**src/rtl/data_ram_arbiter_pkg.sv**
```systemverilog
`default_nettype none
// ============================================================================
// Module      : data_ram_arbiter_pkg
// Description : Shared types for the data_ram arbiter. It holds the FSM state
//               codes, the master ids, the latched command record and the
//               address range-check helper.
// Ports       : none (package)
// Revision    : 1.0 - initial release
// ============================================================================
package data_ram_arbiter_pkg;

  localparam int c_ADDR_W = 32;
  localparam int c_DATA_W = 32;
  localparam int c_SEL_W  = 4;

  typedef enum logic [1:0] {
    ARB_IDLE   = 2'd0,
    ARB_ACCESS = 2'd1,
    ARB_RESP   = 2'd2
  } arb_state_e;

  typedef enum logic {
    ARB_M0 = 1'b0,
    ARB_M1 = 1'b1
  } arb_id_e;

  // Command captured at grant time and replayed onto the RAM port in ACCESS.
  typedef struct packed {
    arb_id_e               id;
    logic                  we;
    logic [c_ADDR_W-1:0]   addr;
    logic [c_SEL_W-1:0]    sel;
    logic [c_DATA_W-1:0]   wdata;
    logic                  oor;
  } arb_cmd_t;

  // The comparison runs at 34 bits so that a window ending at the top of the
  // 32-bit address space cannot wrap around.
  function automatic logic addr_out_of_range(
    input logic [c_ADDR_W-1:0] addr,
    input logic [c_ADDR_W-1:0] base,
    input logic [31:0]         depth_words
  );
    logic [c_ADDR_W+1:0] w_a;
    logic [c_ADDR_W+1:0] w_lo;
    logic [c_ADDR_W+1:0] w_hi;
    w_a  = {2'b00, addr};
    w_lo = {2'b00, base};
    w_hi = w_lo + {depth_words, 2'b00};
    return (w_a < w_lo) || (w_a >= w_hi);
  endfunction

endpackage
`default_nettype wire

```
**src/rtl/data_ram_arbiter_if.sv**
```systemverilog
`default_nettype none
// ============================================================================
// Module      : data_ram_arbiter_if
// Description : Request/response bus between one requester (CPU MEM stage or
//               debug loader) and the data_ram arbiter.
// Signals     : req/we/addr/sel/wdata : requester -> arbiter
//               gnt/ack/err           : arbiter   -> requester
// Modports    : master (requester side), slave (arbiter side)
// Revision    : 1.0 - initial release
// ============================================================================
interface data_ram_arbiter_if;
  import data_ram_arbiter_pkg::*;

  logic                req;
  logic                we;
  logic [c_ADDR_W-1:0] addr;
  logic [c_SEL_W-1:0]  sel;
  logic [c_DATA_W-1:0] wdata;
  logic                gnt;
  logic                ack;
  logic                err;

  modport master (
    output req, we, addr, sel, wdata,
    input  gnt, ack, err
  );

  modport slave (
    input  req, we, addr, sel, wdata,
    output gnt, ack, err
  );

endinterface
`default_nettype wire

```
**src/rtl/data_ram_arbiter_arb_rr2.sv**
```systemverilog
`default_nettype none
// ============================================================================
// Module      : data_ram_arbiter_arb_rr2
// Description : Two-way arbiter with a one-hot combinational grant.
//               mode_i=1 : M0 has fixed priority, and a starvation guard
//                          forces M1 to win after STARVE_MAX lost contests.
//               mode_i=0 : round-robin against the last grant.
// Ports       : clk_i, rst_ni   clock, async active-low reset
//               req_i[1:0]      requests (bit0 = M0, bit1 = M1)
//               mode_i          priority mode select
//               enable_i        arbitration allowed this cycle
//               gnt_o[1:0]      one-hot grant
// Revision    : 1.0 - initial release
// ============================================================================
module data_ram_arbiter_arb_rr2
  import data_ram_arbiter_pkg::*;
#(
  parameter int STARVE_MAX = 4
) (
  input  logic       clk_i,
  input  logic       rst_ni,
  input  logic [1:0] req_i,
  input  logic       mode_i,
  input  logic       enable_i,
  output logic [1:0] gnt_o
);

  localparam int                 c_CNT_W      = (STARVE_MAX < 1) ? 1 : $clog2(STARVE_MAX + 1);
  localparam logic [c_CNT_W-1:0] c_STARVE_LIM = c_CNT_W'(STARVE_MAX);

  arb_id_e            last_grant_q;
  arb_id_e            last_grant_d;
  logic [c_CNT_W-1:0] starve_cnt_q;
  logic [c_CNT_W-1:0] starve_cnt_d;

  always_comb begin
    gnt_o        = 2'b00;
    last_grant_d = last_grant_q;
    starve_cnt_d = starve_cnt_q;
    if (enable_i) begin
      case (req_i)
        2'b01: gnt_o = 2'b01;
        2'b10: gnt_o = 2'b10;
        2'b11: begin
          if (mode_i) begin
            // M1 is forced through once it has lost STARVE_MAX contests.
            // Otherwise M0 wins and the loss is counted.
            if (starve_cnt_q >= c_STARVE_LIM) begin
              gnt_o = 2'b10;
            end else begin
              gnt_o        = 2'b01;
              starve_cnt_d = starve_cnt_q + c_CNT_W'(1);
            end
          end else begin
            gnt_o = (last_grant_q == ARB_M0) ? 2'b10 : 2'b01;
          end
        end
        default: ;
      endcase
    end
    if (gnt_o[1]) begin
      last_grant_d = ARB_M1;
      starve_cnt_d = '0;
    end else if (gnt_o[0]) begin
      last_grant_d = ARB_M0;
    end
  end

  always_ff @(posedge clk_i or negedge rst_ni) begin
    if (!rst_ni) begin
      last_grant_q <= ARB_M1;
      starve_cnt_q <= '0;
    end else begin
      last_grant_q <= last_grant_d;
      starve_cnt_q <= starve_cnt_d;
    end
  end

endmodule
`default_nettype wire

```
**src/rtl/data_ram_arbiter.sv**
```systemverilog
`default_nettype none
// ============================================================================
// Module      : data_ram_arbiter
// Description : Shares the single data_ram port between the CPU MEM stage
//               (M0) and the debug/loader port (M1). Each grant latches a
//               command, which is replayed onto the RAM port for one ACCESS
//               cycle and acknowledged in the following RESP cycle.
//               Latency is grant in cycle N, ack in cycle N+2.
// Ports       : clk_i, rst_ni     clock, async active-low reset
//               m0_if, m1_if      requester buses (slave side)
//               rdata_o           read data, valid with a read ack
//               ram_ce_o/ram_we_o RAM chip/write enable
//               ram_addr_o        RAM byte address
//               ram_sel_o         RAM byte enables
//               ram_wdata_o       RAM write data
//               ram_rdata_i       RAM read data (combinational)
// Revision    : 1.0 - initial release
// ============================================================================
module data_ram_arbiter
  import data_ram_arbiter_pkg::*;
#(
  parameter logic [31:0] BASE_ADDR   = 32'h0001_0000,
  parameter int          DEPTH_WORDS = 1024,
  parameter bit          CPU_PRIO    = 1'b1,
  parameter int          STARVE_MAX  = 4
) (
  input  logic                clk_i,
  input  logic                rst_ni,
  data_ram_arbiter_if.slave   m0_if,
  data_ram_arbiter_if.slave   m1_if,
  output logic [c_DATA_W-1:0] rdata_o,
  output logic                ram_ce_o,
  output logic                ram_we_o,
  output logic [c_ADDR_W-1:0] ram_addr_o,
  output logic [c_SEL_W-1:0]  ram_sel_o,
  output logic [c_DATA_W-1:0] ram_wdata_o,
  input  logic [c_DATA_W-1:0] ram_rdata_i
);

  localparam logic [31:0] c_DEPTH = 32'(DEPTH_WORDS);

  arb_state_e          state_q;
  arb_cmd_t            cmd_q;
  logic                ram_ce_q;
  logic                ram_we_q;
  logic                ack0_q;
  logic                ack1_q;
  logic                err_q;
  logic [c_DATA_W-1:0] rdata_q;

  logic [1:0]          w_req;
  logic [1:0]          w_gnt;
  logic                w_arb_en;
  arb_cmd_t            w_new_cmd;

  assign w_req = {m1_if.req, m0_if.req};

  // Reset is folded in so that the combinational grant is also forced low
  // while rst_ni is asserted.
  assign w_arb_en = rst_ni && ((state_q == ARB_IDLE) || (state_q == ARB_RESP));

  data_ram_arbiter_arb_rr2 #(
    .STARVE_MAX (STARVE_MAX)
  ) u_arb (
    .clk_i    (clk_i),
    .rst_ni   (rst_ni),
    .req_i    (w_req),
    .mode_i   (CPU_PRIO),
    .enable_i (w_arb_en),
    .gnt_o    (w_gnt)
  );

  // Pick the winner's command. The range check runs here, before the
  // command is latched, so that ram_ce can be registered for ACCESS.
  always_comb begin
    w_new_cmd = '0;
    if (w_gnt[1]) begin
      w_new_cmd.id    = ARB_M1;
      w_new_cmd.we    = m1_if.we;
      w_new_cmd.addr  = m1_if.addr;
      w_new_cmd.sel   = m1_if.sel;
      w_new_cmd.wdata = m1_if.wdata;
    end else begin
      w_new_cmd.id    = ARB_M0;
      w_new_cmd.we    = m0_if.we;
      w_new_cmd.addr  = m0_if.addr;
      w_new_cmd.sel   = m0_if.sel;
      w_new_cmd.wdata = m0_if.wdata;
    end
    w_new_cmd.oor = addr_out_of_range(w_new_cmd.addr, BASE_ADDR, c_DEPTH);
  end

  always_ff @(posedge clk_i or negedge rst_ni) begin
    if (!rst_ni) begin
      state_q  <= ARB_IDLE;
      cmd_q    <= '0;
      ram_ce_q <= 1'b0;
      ram_we_q <= 1'b0;
      ack0_q   <= 1'b0;
      ack1_q   <= 1'b0;
      err_q    <= 1'b0;
      rdata_q  <= '0;
    end else begin
      case (state_q)
        ARB_IDLE, ARB_RESP: begin
          ack0_q <= 1'b0;
          ack1_q <= 1'b0;
          err_q  <= 1'b0;
          if (|w_gnt) begin
            cmd_q    <= w_new_cmd;
            ram_ce_q <= !w_new_cmd.oor;
            ram_we_q <= !w_new_cmd.oor && w_new_cmd.we;
            state_q  <= ARB_ACCESS;
          end else begin
            state_q  <= ARB_IDLE;
          end
        end
        ARB_ACCESS: begin
          ram_ce_q <= 1'b0;
          ram_we_q <= 1'b0;
          ack0_q   <= (cmd_q.id == ARB_M0);
          ack1_q   <= (cmd_q.id == ARB_M1);
          err_q    <= cmd_q.oor;
          // Out-of-range commands clear rdata. Writes leave it untouched.
          if (cmd_q.oor) begin
            rdata_q <= '0;
          end else if (!cmd_q.we) begin
            rdata_q <= ram_rdata_i;
          end
          state_q  <= ARB_RESP;
        end
        default: begin
          ram_ce_q <= 1'b0;
          ram_we_q <= 1'b0;
          ack0_q   <= 1'b0;
          ack1_q   <= 1'b0;
          err_q    <= 1'b0;
          state_q  <= ARB_IDLE;
        end
      endcase
    end
  end

  assign m0_if.gnt   = w_gnt[0];
  assign m1_if.gnt   = w_gnt[1];
  assign m0_if.ack   = ack0_q;
  assign m1_if.ack   = ack1_q;
  assign m0_if.err   = err_q && ack0_q;
  assign m1_if.err   = err_q && ack1_q;

  assign rdata_o     = rdata_q;
  assign ram_ce_o    = ram_ce_q;
  assign ram_we_o    = ram_we_q;
  assign ram_addr_o  = cmd_q.addr;
  assign ram_sel_o   = cmd_q.sel;
  assign ram_wdata_o = cmd_q.wdata;

endmodule
`default_nettype wire

```
**src/flat_wrapper.sv**
```systemverilog
// flat-port wrapper written by rule: the top's interface ports become plain ports
module data_ram_arbiter_flat import data_ram_arbiter_pkg::*;
#(
  parameter logic [31:0] BASE_ADDR   = 32'h0001_0000,
  parameter int          DEPTH_WORDS = 1024,
  parameter bit          CPU_PRIO    = 1'b1,
  parameter int          STARVE_MAX  = 4
)
  (clk_i, rst_ni, rdata_o, ram_ce_o, ram_we_o, ram_addr_o, ram_sel_o, ram_wdata_o, ram_rdata_i, m0_if_req, m0_if_we, m0_if_addr, m0_if_sel, m0_if_wdata, m0_if_gnt, m0_if_ack, m0_if_err, m1_if_req, m1_if_we, m1_if_addr, m1_if_sel, m1_if_wdata, m1_if_gnt, m1_if_ack, m1_if_err);
  data_ram_arbiter_if m0_if_i ();
  data_ram_arbiter_if m1_if_i ();
  input  logic clk_i;
  input  logic rst_ni;
  output logic [c_DATA_W-1:0] rdata_o;
  output logic ram_ce_o;
  output logic ram_we_o;
  output logic [c_ADDR_W-1:0] ram_addr_o;
  output logic [c_SEL_W-1:0] ram_sel_o;
  output logic [c_DATA_W-1:0] ram_wdata_o;
  input  logic [c_DATA_W-1:0] ram_rdata_i;
  input wire logic [$bits(m0_if_i.req)-1:0] m0_if_req;
  input wire logic [$bits(m0_if_i.we)-1:0] m0_if_we;
  input wire logic [$bits(m0_if_i.addr)-1:0] m0_if_addr;
  input wire logic [$bits(m0_if_i.sel)-1:0] m0_if_sel;
  input wire logic [$bits(m0_if_i.wdata)-1:0] m0_if_wdata;
  output wire logic [$bits(m0_if_i.gnt)-1:0] m0_if_gnt;
  output wire logic [$bits(m0_if_i.ack)-1:0] m0_if_ack;
  output wire logic [$bits(m0_if_i.err)-1:0] m0_if_err;
  input wire logic [$bits(m1_if_i.req)-1:0] m1_if_req;
  input wire logic [$bits(m1_if_i.we)-1:0] m1_if_we;
  input wire logic [$bits(m1_if_i.addr)-1:0] m1_if_addr;
  input wire logic [$bits(m1_if_i.sel)-1:0] m1_if_sel;
  input wire logic [$bits(m1_if_i.wdata)-1:0] m1_if_wdata;
  output wire logic [$bits(m1_if_i.gnt)-1:0] m1_if_gnt;
  output wire logic [$bits(m1_if_i.ack)-1:0] m1_if_ack;
  output wire logic [$bits(m1_if_i.err)-1:0] m1_if_err;
  assign m0_if_i.req = m0_if_req;
  assign m0_if_i.we = m0_if_we;
  assign m0_if_i.addr = m0_if_addr;
  assign m0_if_i.sel = m0_if_sel;
  assign m0_if_i.wdata = m0_if_wdata;
  assign m0_if_gnt = m0_if_i.gnt;
  assign m0_if_ack = m0_if_i.ack;
  assign m0_if_err = m0_if_i.err;
  assign m1_if_i.req = m1_if_req;
  assign m1_if_i.we = m1_if_we;
  assign m1_if_i.addr = m1_if_addr;
  assign m1_if_i.sel = m1_if_sel;
  assign m1_if_i.wdata = m1_if_wdata;
  assign m1_if_gnt = m1_if_i.gnt;
  assign m1_if_ack = m1_if_i.ack;
  assign m1_if_err = m1_if_i.err;
  data_ram_arbiter #(.BASE_ADDR(BASE_ADDR), .DEPTH_WORDS(DEPTH_WORDS), .CPU_PRIO(CPU_PRIO), .STARVE_MAX(STARVE_MAX)) u_core (.clk_i(clk_i), .rst_ni(rst_ni), .m0_if(m0_if_i), .m1_if(m1_if_i), .rdata_o(rdata_o), .ram_ce_o(ram_ce_o), .ram_we_o(ram_we_o), .ram_addr_o(ram_addr_o), .ram_sel_o(ram_sel_o), .ram_wdata_o(ram_wdata_o), .ram_rdata_i(ram_rdata_i));
endmodule
```
**config.mk**
```make
export PLATFORM = sky130hd
export DESIGN_NAME = data_ram_arbiter_flat
export DESIGN_NICKNAME = d
export VERILOG_FILES = /design/src/rtl/data_ram_arbiter_pkg.sv /design/src/rtl/data_ram_arbiter_if.sv /design/src/rtl/data_ram_arbiter_arb_rr2.sv /design/src/rtl/data_ram_arbiter.sv /design/src/flat_wrapper.sv
export SDC_FILE = /design/constraint.sdc
export NUM_CORES = 1
export LEC_CHECK = 0
export ABC_AREA = 1
export CORE_MARGIN = 1.5
export CORE_UTILIZATION = 44
export CTS_CLUSTER_SIZE = 8
export DETAILED_ROUTE_END_ITERATION = 8
export HOLD_SLACK_MARGIN = 0.03
export PLACE_DENSITY_LB_ADDON = 0.08
export SYNTH_ARGS = -nofsm -noshare
export SYNTH_HDL_FRONTEND = slang
export SYNTH_SLANG_ARGS = --single-unit
```
**constraint.sdc**
```tcl
create_clock -name clk_i -period 2.95 [get_ports clk_i]
set_input_delay 0.7375 -clock clk_i [delete_from_list [all_inputs] [get_ports clk_i]]
set_output_delay 0.7375 -clock clk_i [all_outputs]
set_load 0.1 [all_outputs]
```
==> results of run 1 <==
## per-layer routing
layer	routed length, µm	global-route usage, %	share of wire, %	up-vias
li1	-	-	-	2577
met4	312	9.431	1.9	0
met3	1300	8.044	8.1	26
met2	8198	41.76	51	198
met5	0	0	0	-
met1	6189	25.29	39	2449
## cell usage after synthesis
master | instances | area share [%]
dfrtp_1 | 113 | 50
o21a_1 | 1 | 0.13
inv_2 | 2 | 0.13
nor2_2 | 1 | 0.11
clkbuf_1 | 20 | 1.3
buf_6 | 1 | 0.20
nand3_1 | 44 | 3.9
buf_4 | 69 | 9.2
nor2_4 | 2 | 0.40
nand4_1 | 1 | 0.11
nand3_2 | 1 | 0.18
nor2_1 | 67 | 4.4
nand3b_1 | 5 | 0.66
clkinv_1 | 1 | 0.066
a21oi_1 | 2 | 0.18
nand2_1 | 133 | 8.8
o21ai_0 | 137 | 12
o21ai_1 | 7 | 0.62
buf_2 | 17 | 1.5
ha_1 | 2 | 0.44
a21oi_4 | 1 | 0.29
nand2_2 | 1 | 0.11
a31oi_1 | 7 | 0.77
inv_1 | 65 | 4.3
## layout make-up
class,count,share of cell area [%]
sequential,113,33.42
timing repair buffer,295,31.56
multi-input combinational,412,22.33
clock buffer,27,6.300
inverter,68,3.017
tap,172,2.544
clock inverter,4,0.8282
## per-stage QoR
stage                     util, %  cell area [µm²]  setup WS [ns]
after floorplan                 -             5659         0.4102
after global placement      62.52             7858         0.3126
after detailed placement    62.52             7858         0.2701
after CTS                   67.32             8461         0.2581
after global routing        67.32             8461         0.1739
final                       67.32             8461         0.2688
## cells by family (layout without fill, tap and decap cells)
group	after synthesis	after routing	synth area share [%]
AND/OR/NAND/NOR	255	255	18.74
flip-flops	113	113	50.00
AO/OA/AOI/OAI	155	155	14.12
buffers and inverters	175	394	16.70
adder cells (fa/ha/maj)	2	2	0.4424
## power groups by stage
stage,clock (mW),sequential [mW],combinational [mW]
3_5_place_dp,0,1.92,2.57
2_1_floorplan,0,1.91,2.14
3_3_place_gp,0,1.92,2.56
6_report,2.06,1.91,2.56
4_1_cts,2.09,1.91,2.57
5_1_grt,2.16,1.93,2.66
## how the worst max path moves through the flow
stage | startpoint | endpoint
after floorplan | rst_ni | m0_if_gnt
after global placement | m1_if_req | m1_if_gnt
after detailed placement | m1_if_req | m1_if_gnt
after CTS | m1_if_req | m1_if_gnt
after global routing | m1_if_req | m1_if_gnt
final | m1_if_req | m1_if_gnt
## registers in the layout, indices dropped and copies added, names as in the netlist, 2 cells and up
register and flops:
u_core.ram_addr_o 32, u_core.ram_wdata_o 32, u_core.rdata_o 32, u_core.ram_sel_o 4, u_core.cmd_q 3, u_core.u_arb.starve_cnt_q 3, u_core.state_q 2
## cells in the final DEF, fill, tap and decap left out, types with 2 or more instances in the layout
cell,Yosys,routed
nor2_4,2,2
clkbuf_8,0,7
ha_1,2,2
nor2_1,67,67
nand3b_1,5,5
a31oi_1,7,7
inv_2,2,3
dfrtp_1,113,113
clkinv_2,0,2
o21ai_0,137,137
nand2_2,1,2
nand3_1,44,44
o21ai_1,7,7
buf_12,0,2
clkbuf_16,0,17
buf_4,69,121
bufinv_16,0,2
clkbuf_1,20,3
clkdlybuf4s50_1,0,172
inv_1,65,64
nand2_1,133,132
## worst max-delay path: stages
cell             delay [ns]
clkdlybuf4s50_1        0.59
nand3_2                0.21
inv_1                  0.20
buf_12                 0.20
==> flow_metrics.py, run 1 <==
metrics = {
    "sta": {
        "fin_tns_setup_ns": 0,
        "finalHoldViolCount": 0,
        "min_period_ns": 2.681,
        "max_clock_freq_mhz": 373.0,
        "drv_slew": 0,
        "tightest_slew_ns": 0.9044,
        "skew_ns": 0.004952,
        "rsz0062_at_grt": "false",
        "slew_headroom_pct": 39.71,
        "min_period_over_period_pct": 90.89,
        "setup_viol": 0,
        "whs_ns": 0.4073,
    },
    "power_and_ir_drop": {
        "switchingPower_mw": 2.751,
        "vdd_drop_max_mv": 0.4749,
        "p_int_mw": 3.768,
        "p_sw_share_pct": 42.20,
        "p_leak_nw": 3.990,
        "p_seq_share_pct": 29.3,
        "p_comb_share_pct": 39.2,
        "power.density_nw_per_um2": 770.5,
        "power_mw": 6.519,
        "power_frac_clock_pct": 31.5,
    },
    "logic_synthesis": {
        "synth.distinct_cells": 24,
        "avgSynthCellArea_um2": 8.079,
        "ys_seq_elements": 113,
        "syn_nets": 876,
        "synth_area_um2": 5655,
        "ys_warn_count": 0,
        "synth_cells": 700,
        "ys_seq_area_share_pct": 50.00,
    },
    "critical_path": {
        "arrival_ns": 1.94,
        "cp.required_ns": 2.21,
        "end_kind": "output port",
        "crit_path_max_fanout": 8,
        "reg2reg_from": "u_core.state_q[0]$_DFF_PN0_",
        "startpoint_type": "input pin",
        "regToRegEndpoint": "u_core.ram_wdata_o[15]$_DFFE_PN0P_",
        "worst-setup-path-type": "in2out",
        "worstRegToRegCells": 6,
        "reg2reg_slack_ns": 1.10,
    },
    "status": {
        "status": "finished clean",
    },
    "routing": {
        "ant_nets": 0,
        "wl_per_cell_um": 14.67,
        "initialDrtViolationCount": 228,
        "wirelength_um": 16000,
        "drtPass1Iterations": 4,
        "vias_per_cell": 4.812,
        "num_vias": 5250,
        "route.detailed.drc": 0,
    },
    "place": {
        "globalplace.congestion": 0.7796,
        "hpwl_um": 11780,
        "io_buffers": 281,
        "numPlacedInstances": 1060,
    },
    "clock_network": {
        "clock-root-buffer": "clkbuf_16",
        "ctsResizeCount": 0,
        "clkSinkCount": 113,
        "clkTransAtPathRegs_ns": 0.05,
        "post_cts_buffers": 0,
        "insertion_delay_ns": 0.41,
        "cts.htree.levels": 4,
        "numCtsBuffers": 17,
        "cts_tree": "done",
        "cts_buffer_depth": 2,
        "cts_hold_buf": 0,
    },
    "layout": {
        "syn_to_final_growth_pct": 49.60,
        "stdcell_count": 1091,
        "fillers": 1038,
        "multi_input_area_um2": 1889,
        "antenna_cells": 0,
        "drive_gt1_share_pct": 17.63,
        "final_nets": 1083,
        "seqCellArea_um2": 2828,
    },
    "floorplan": {
        "die_h_um": 116.4,
        "rows": 41,
        "start_util_pct": 45.00,
        "die_area_um2": 13540,
        "coreArea_um2": 12570,
        "die_x_um": 116.4,
        "io_pins": 282,
    },
    "global_routing": {
        "grt_pass1_wl_um": 24050,
        "gr-usage-all-layers_pct": 23.33,
        "grt_pass1_vias": 5071,
        "grt.overflow.total": 0,
        "grt_max_degree": 74,
        "antenna_found_initial": 0,
    },
    "hold_path": {
        "hold_path_end": "u_core.state_q[1]$_DFF_PN0_",
        "min-delay-start": "u_core.state_q[1]$_DFF_PN0_",
        "hold_class": "reg2reg",
        "hold_depth": 1,
    },
    "run": {
        "max-cap-violations": 0,
    },
}
(Power assumes the default switching activity.)
==> run 2: changes to the inputs <==
--- a/config.mk
+++ b/config.mk
@@ -6,6 +6,7 @@
 export NUM_CORES = 1
 export LEC_CHECK = 0
 export ABC_AREA = 1
+export CORE_ASPECT_RATIO = 0.5
 export CORE_MARGIN = 1.5
 export CORE_UTILIZATION = 44
 export CTS_CLUSTER_SIZE = 8
==> run 2 against run 1 <==
Against the previous run:
- die area is 0.30% higher
- design area is 0.41% higher
- worst hold slack worse by 0.042 ns
- register-to-register slack worse by 0.06 ns
- non-clock buffer count stayed put
- flip-flop and latch count stayed put
- core utilization is 0.16 points higher
- final cell count hardly changed
- clock power is 6% higher
- critical path type unchanged
- critical endpoint unchanged
- largest cell class unchanged
- largest power group unchanged
==> flow_metrics.py, run 2 (same netlist as run 1, synthesis figures left out) <==
metrics = {
    "status": {
        "status": "finished clean",
    },
    "clock_network": {
        "numCtsBuffers": 17,
        "clkSinkCount": 113,
        "ctsResizeCount": 0,
        "clock-root-buffer": "clkbuf_16",
        "post_cts_buffers": 0,
        "clkTransAtPathRegs_ns": 0.06,
        "insertion_delay_ns": 0.40,
        "cts_buffer_depth": 2,
        "cts_hold_buf": 0,
        "cts_tree": "done",
        "cts.htree.levels": 4,
    },
    "global_routing": {
        "gr-usage-all-layers_pct": 24.25,
        "use_met1_pct": 30.07,
        "busiest_layer": "met2",
        "grt.overflow.total": 0,
        "grtUsageMet3_pct": 6.893,
        "antenna_found_initial": 0,
        "grt_pass1_wl_um": 25550,
        "grt_use_met2_pct": 41.14,
        "grt_pass1_vias": 5142,
        "grt_max_degree": 65,
    },
    "floorplan": {
        "coreArea_um2": 12590,
        "rows": 29,
        "die_area_um2": 13580,
        "die_h_um": 83.17,
        "io_pins": 282,
        "die_x_um": 163.3,
        "start_util_pct": 44.92,
    },
    "sta": {
        "finalHoldViolCount": 0,
        "rsz0062_at_grt": "false",
        "min_period_over_period_pct": 87.32,
        "min_period_ns": 2.576,
        "setup_viol": 0,
        "slew_headroom_pct": 55.57,
        "skew_ns": 0.007685,
        "tightest_slew_ns": 0.6665,
        "drv_slew": 0,
        "max_clock_freq_mhz": 388.2,
        "fin_tns_setup_ns": 0,
    },
    "power_and_ir_drop": {
        "switchingPower_mw": 2.837,
        "p_int_mw": 3.813,
        "p_leak_nw": 3.989,
        "power.density_nw_per_um2": 782.8,
        "p_sw_share_pct": 42.66,
        "power_mw": 6.650,
        "p_seq_share_pct": 28.6,
        "p_comb_share_pct": 38.7,
        "power_frac_clock_pct": 32.8,
        "vdd_drop_max_mv": 0.4744,
    },
    "layout": {
        "syn_to_final_growth_pct": 50.22,
        "mostFrequentLayoutCells": "clkdlybuf4s50_1 (172), o21ai_0 (137), nand2_1 (132), buf_4 (120), dfrtp_1 (113)",
        "layout_commonest_cell": "clkdlybuf4s50_1",
        "final_nets": 1083,
        "drive_gt1_share_pct": 17.93,
        "fillers": 1047,
        "antenna_cells": 0,
    },
    "routing": {
        "ant_nets": 0,
        "wl_per_cell_um": 15.06,
        "drtPass1Iterations": 4,
        "wirelength_um": 16410,
        "initialDrtViolationCount": 318,
        "route.detailed.drc": 0,
        "num_vias": 5207,
        "vias_per_cell": 4.777,
    },
    "critical_path": {
        "reg2reg_from": "u_core.state_q[0]$_DFF_PN0_",
        "worstRegToRegCells": 12,
        "end_kind": "output port",
        "cp.required_ns": 2.21,
        "arrival_ns": 1.84,
        "crit_path_max_fanout": 5,
        "reg2reg_slack_ns": 1.04,
        "startpoint_type": "input pin",
        "regToRegEndpoint": "u_core.cmd_q[0]$_DFFE_PN0P_",
        "worst-setup-path-type": "in2out",
    },
    "place": {
        "globalplace.congestion": 0.8126,
        "io_buffers": 281,
        "hpwl_um": 11860,
    },
    "run": {
        "max-cap-violations": 0,
    },
    "hold_path": {
        "hold_class": "in2async",
    },
}
## run 2: cell types whose count changed in the layout (fill, tap and decap cells not counted), sizes merged
| cell | delta |
|---|---|
| clkinvlp | +5 |
| clkinv | +1 |
| bufinv | +2 |
| inv | +1 |
| clkbuf | -8 |
## run 2: worst max-delay path by stage
stage                   start                          end  slack (ns)  cells past startpoint
floorplan              rst_ni                    m0_if_gnt        0.41                      4
global placement    m1_if_req  u_core.cmd_q[0]$_DFFE_PN0P_        0.31                     12
detailed placement  m1_if_req  u_core.cmd_q[0]$_DFFE_PN0P_        0.23                     12
CTS                 m1_if_req                    m1_if_gnt        0.37                      4
global route        m1_if_req                    m1_if_gnt        0.31                      4
finish              m1_if_req                    m1_if_gnt        0.37                      4
## run 2: power by group through the flow
| stage | clock network (mW) | logic [mW] | registers [mW] |
|---|---|---|---|
| floorplan | 0 | 2.14 | 1.91 |
| global placement | 0 | 2.57 | 1.91 |
| detailed placement | 0 | 2.58 | 1.92 |
| CTS | 2.20 | 2.59 | 1.90 |
| global route | 2.28 | 2.67 | 1.93 |
| finish | 2.18 | 2.57 | 1.90 |
## run 2: area by class of cell
cell class | count | area, µm² | area share [%]
clock inverters | 13 | 185.2 | 2.180
flip-flops and latches | 113 | 2828 | 33.28
inverters | 68 | 255.2 | 3.004
multi-input cells | 412 | 1889 | 22.24
clock buffers | 19 | 442.9 | 5.214
well taps | 170 | 212.7 | 2.504
repair buffers | 295 | 2683 | 31.58
## run 2: per-stage QoR
stage | setup WS, ns | hold slack, ns | area (µm²) | utilization (%) | cells
after floorplan | 0.4102 | 0.3881 | 5659 | - | 700
after global placement | 0.3083 | 0.4108 | 7868 | 62.49 | 1058
after detailed placement | 0.2315 | 0.3976 | 7868 | 62.49 | 1058
after CTS | 0.3737 | 0.3653 | 8496 | 67.47 | 1090
after global routing | 0.3144 | 0.3802 | 8496 | 67.47 | 1090
final | 0.3742 | 0.3656 | 8496 | 67.47 | 1090
## run 2: worst max-delay path: stages
cell	delay (ns)
clkdlybuf4s50_1	0.60
nand3_2	0.14
inv_1	0.16
buf_12	0.19
## run 2: per-layer routing
| metal | part of all wire (%) | wire length [µm] |
|---|---|---|
| met5 | 0 | 0 |
| met3 | 7.3 | 1202 |
| met4 | 1.0 | 172 |
| met1 | 43 | 7089 |
| met2 | 48 | 7946 |
==> run 3: changes to the inputs <==
--- a/config.mk
+++ b/config.mk
@@ -6,12 +6,14 @@
 export NUM_CORES = 1
 export LEC_CHECK = 0
 export ABC_AREA = 1
+export CAP_MARGIN = 30
 export CORE_ASPECT_RATIO = 0.5
 export CORE_MARGIN = 1.5
 export CORE_UTILIZATION = 44
 export CTS_CLUSTER_SIZE = 8
 export DETAILED_ROUTE_END_ITERATION = 8
 export HOLD_SLACK_MARGIN = 0.03
+export MAX_ROUTING_LAYER = met4
 export PLACE_DENSITY_LB_ADDON = 0.08
 export SYNTH_ARGS = -nofsm -noshare
 export SYNTH_HDL_FRONTEND = slang
==> run 3 against run 2 <==
Against the previous run:
- fmax barely moved
- design area stayed put
- worst hold slack worse by 0.0023 ns
- critical endpoint unchanged
- largest power group unchanged
==> flow_metrics.py, run 3 (same netlist as run 1, synthesis figures left out) <==
metrics = {
    "status": {
        "status": "finished clean",
    },
    "floorplan": {
        "coreArea_um2": 12590,
        "io_pins": 282,
        "die_x_um": 163.3,
        "die_area_um2": 13580,
        "rows": 29,
        "die_h_um": 83.17,
        "start_util_pct": 44.92,
    },
    "place": {
        "io_buffers": 281,
        "globalplace.congestion": 0.8245,
        "hpwl_um": 11860,
        "place_area_um2": 7868,
    },
    "routing": {
        "drtPass1Iterations": 5,
        "initialDrtViolationCount": 333,
        "ant_nets": 0,
        "num_vias": 5243,
        "wl_per_cell_um": 15.11,
        "wirelength_um": 16470,
        "vias_per_cell": 4.810,
        "route.detailed.drc": 0,
    },
    "run": {
        "max-cap-violations": 0,
    },
    "layout": {
        "final_nets": 1083,
        "multi_input_area_um2": 1889,
        "syn_to_final_growth_pct": 50.22,
        "stdcell_area_um2": 8496,
        "drive_gt1_share_pct": 17.93,
        "seqCellArea_um2": 2828,
        "antenna_cells": 0,
        "mostFrequentLayoutCells": "clkdlybuf4s50_1 (172), o21ai_0 (137), nand2_1 (132), buf_4 (120), dfrtp_1 (113)",
        "fillers": 1047,
        "layout_commonest_cell": "clkdlybuf4s50_1",
    },
    "power_and_ir_drop": {
        "vdd_drop_max_mv": 0.4768,
        "p_leak_nw": 3.989,
        "power.density_nw_per_um2": 783.0,
    },
    "critical_path": {
        "slowest_delay_ns": 0.60,
        "end_kind": "output port",
        "crit_family": "buffers and inverters",
        "crit_path_max_fanout": 5,
        "startpoint_type": "input pin",
        "cp.required_ns": 2.21,
        "worst-path-buf-inv": 3,
        "worst-setup-path-type": "in2out",
        "arrival_ns": 1.84,
        "critPathSlowestCell": "clkdlybuf4s50_1",
        "crit_chain": "clkdlybuf4s50_1, nand3_2, inv_1, buf_12",
    },
    "sta": {
        "max_clock_freq_mhz": 388.2,
        "drv_slew": 0,
        "slew_headroom_pct": 56.45,
        "rsz0062_at_grt": "false",
        "finalHoldViolCount": 0,
        "skew_ns": 0.007073,
        "tightest_slew_ns": 0.6533,
        "min_period_ns": 2.576,
        "setup_viol": 0,
        "fin_tns_setup_ns": 0,
        "min_period_over_period_pct": 87.33,
    },
    "clock_network": {
        "clkSinkCount": 113,
        "post_cts_buffers": 0,
        "cts_tree": "done",
        "cts_buffer_depth": 2,
        "clock-root-buffer": "clkbuf_16",
        "insertion_delay_ns": 0.40,
        "numCtsBuffers": 17,
        "cts.htree.levels": 4,
        "ctsResizeCount": 0,
        "clkTransAtPathRegs_ns": 0.06,
        "cts_hold_buf": 0,
    },
    "global_routing": {
        "grt_pass1_vias": 5148,
        "grt.overflow.total": 0,
        "antenna_found_initial": 0,
        "grt_max_degree": 65,
        "gr-usage-all-layers_pct": 24.99,
        "grt_pass1_wl_um": 25560,
    },
    "hold_path": {
        "hold_class": "in2async",
    },
}
## run 3: cell counts in the layout (fill, tap and decap cells not counted)
Identical to the previous run, type by type.
## run 3: worst paths after layout
path,startpoint,end,slack (ns),depth (start not counted)
setup / recovery,m1_if_req,m1_if_gnt,0.37,4
hold / removal,rst_ni,u_core.ram_addr_o[12]$_DFFE_PN0P_,0.36,2
setup reg to reg,u_core.state_q[0]$_DFF_PN0_,u_core.cmd_q[0]$_DFFE_PN0P_,1.05,12
hold reg to reg,u_core.state_q[1]$_DFF_PN0_,u_core.state_q[1]$_DFF_PN0_,0.43,1
max in group asynchronous,rst_ni,u_core.ram_addr_o[4]$_DFFE_PN0P_,1.48,3
min in group clk_i,u_core.state_q[1]$_DFF_PN0_,u_core.state_q[1]$_DFF_PN0_,0.43,1
## run 3: metal layers
| metal | track usage (%) | wire length (µm) |
|---|---|---|
| met4 | 6.088 | 201 |
| met5 | - | 0 |
| met2 | 41.26 | 7933 |
| met1 | 30.53 | 7234 |
| met3 | 6.743 | 1096 |
## run 3: area by class of cell
class | count | area share [%]
flip-flops and latches | 113 | 33.28
repair buffers | 295 | 31.58
multi-input cells | 412 | 22.24
clock buffers | 19 | 5.214
inverters | 68 | 3.004
well taps | 170 | 2.504
clock inverters | 13 | 2.180
## run 3: power breakdown
group          switching [mW]  internal (mW)
clock                   0.742           1.44
combinational            1.97          0.607
sequential              0.129           1.77
## run 3: per-stage QoR
stage                     setup WS (ns)  power [mW]  hold slack, ns  std cells  util, %
final                            0.3739       6.652          0.3633       1090    67.47
after CTS                        0.3737       6.690          0.3653       1090    67.47
after global placement           0.3083       4.484          0.4108       1058    62.49
after detailed placement         0.2315       4.502          0.3976       1058    62.49
after global routing             0.3144       6.882          0.3783       1090    67.47
after floorplan                  0.4102       4.047          0.3881        700        -
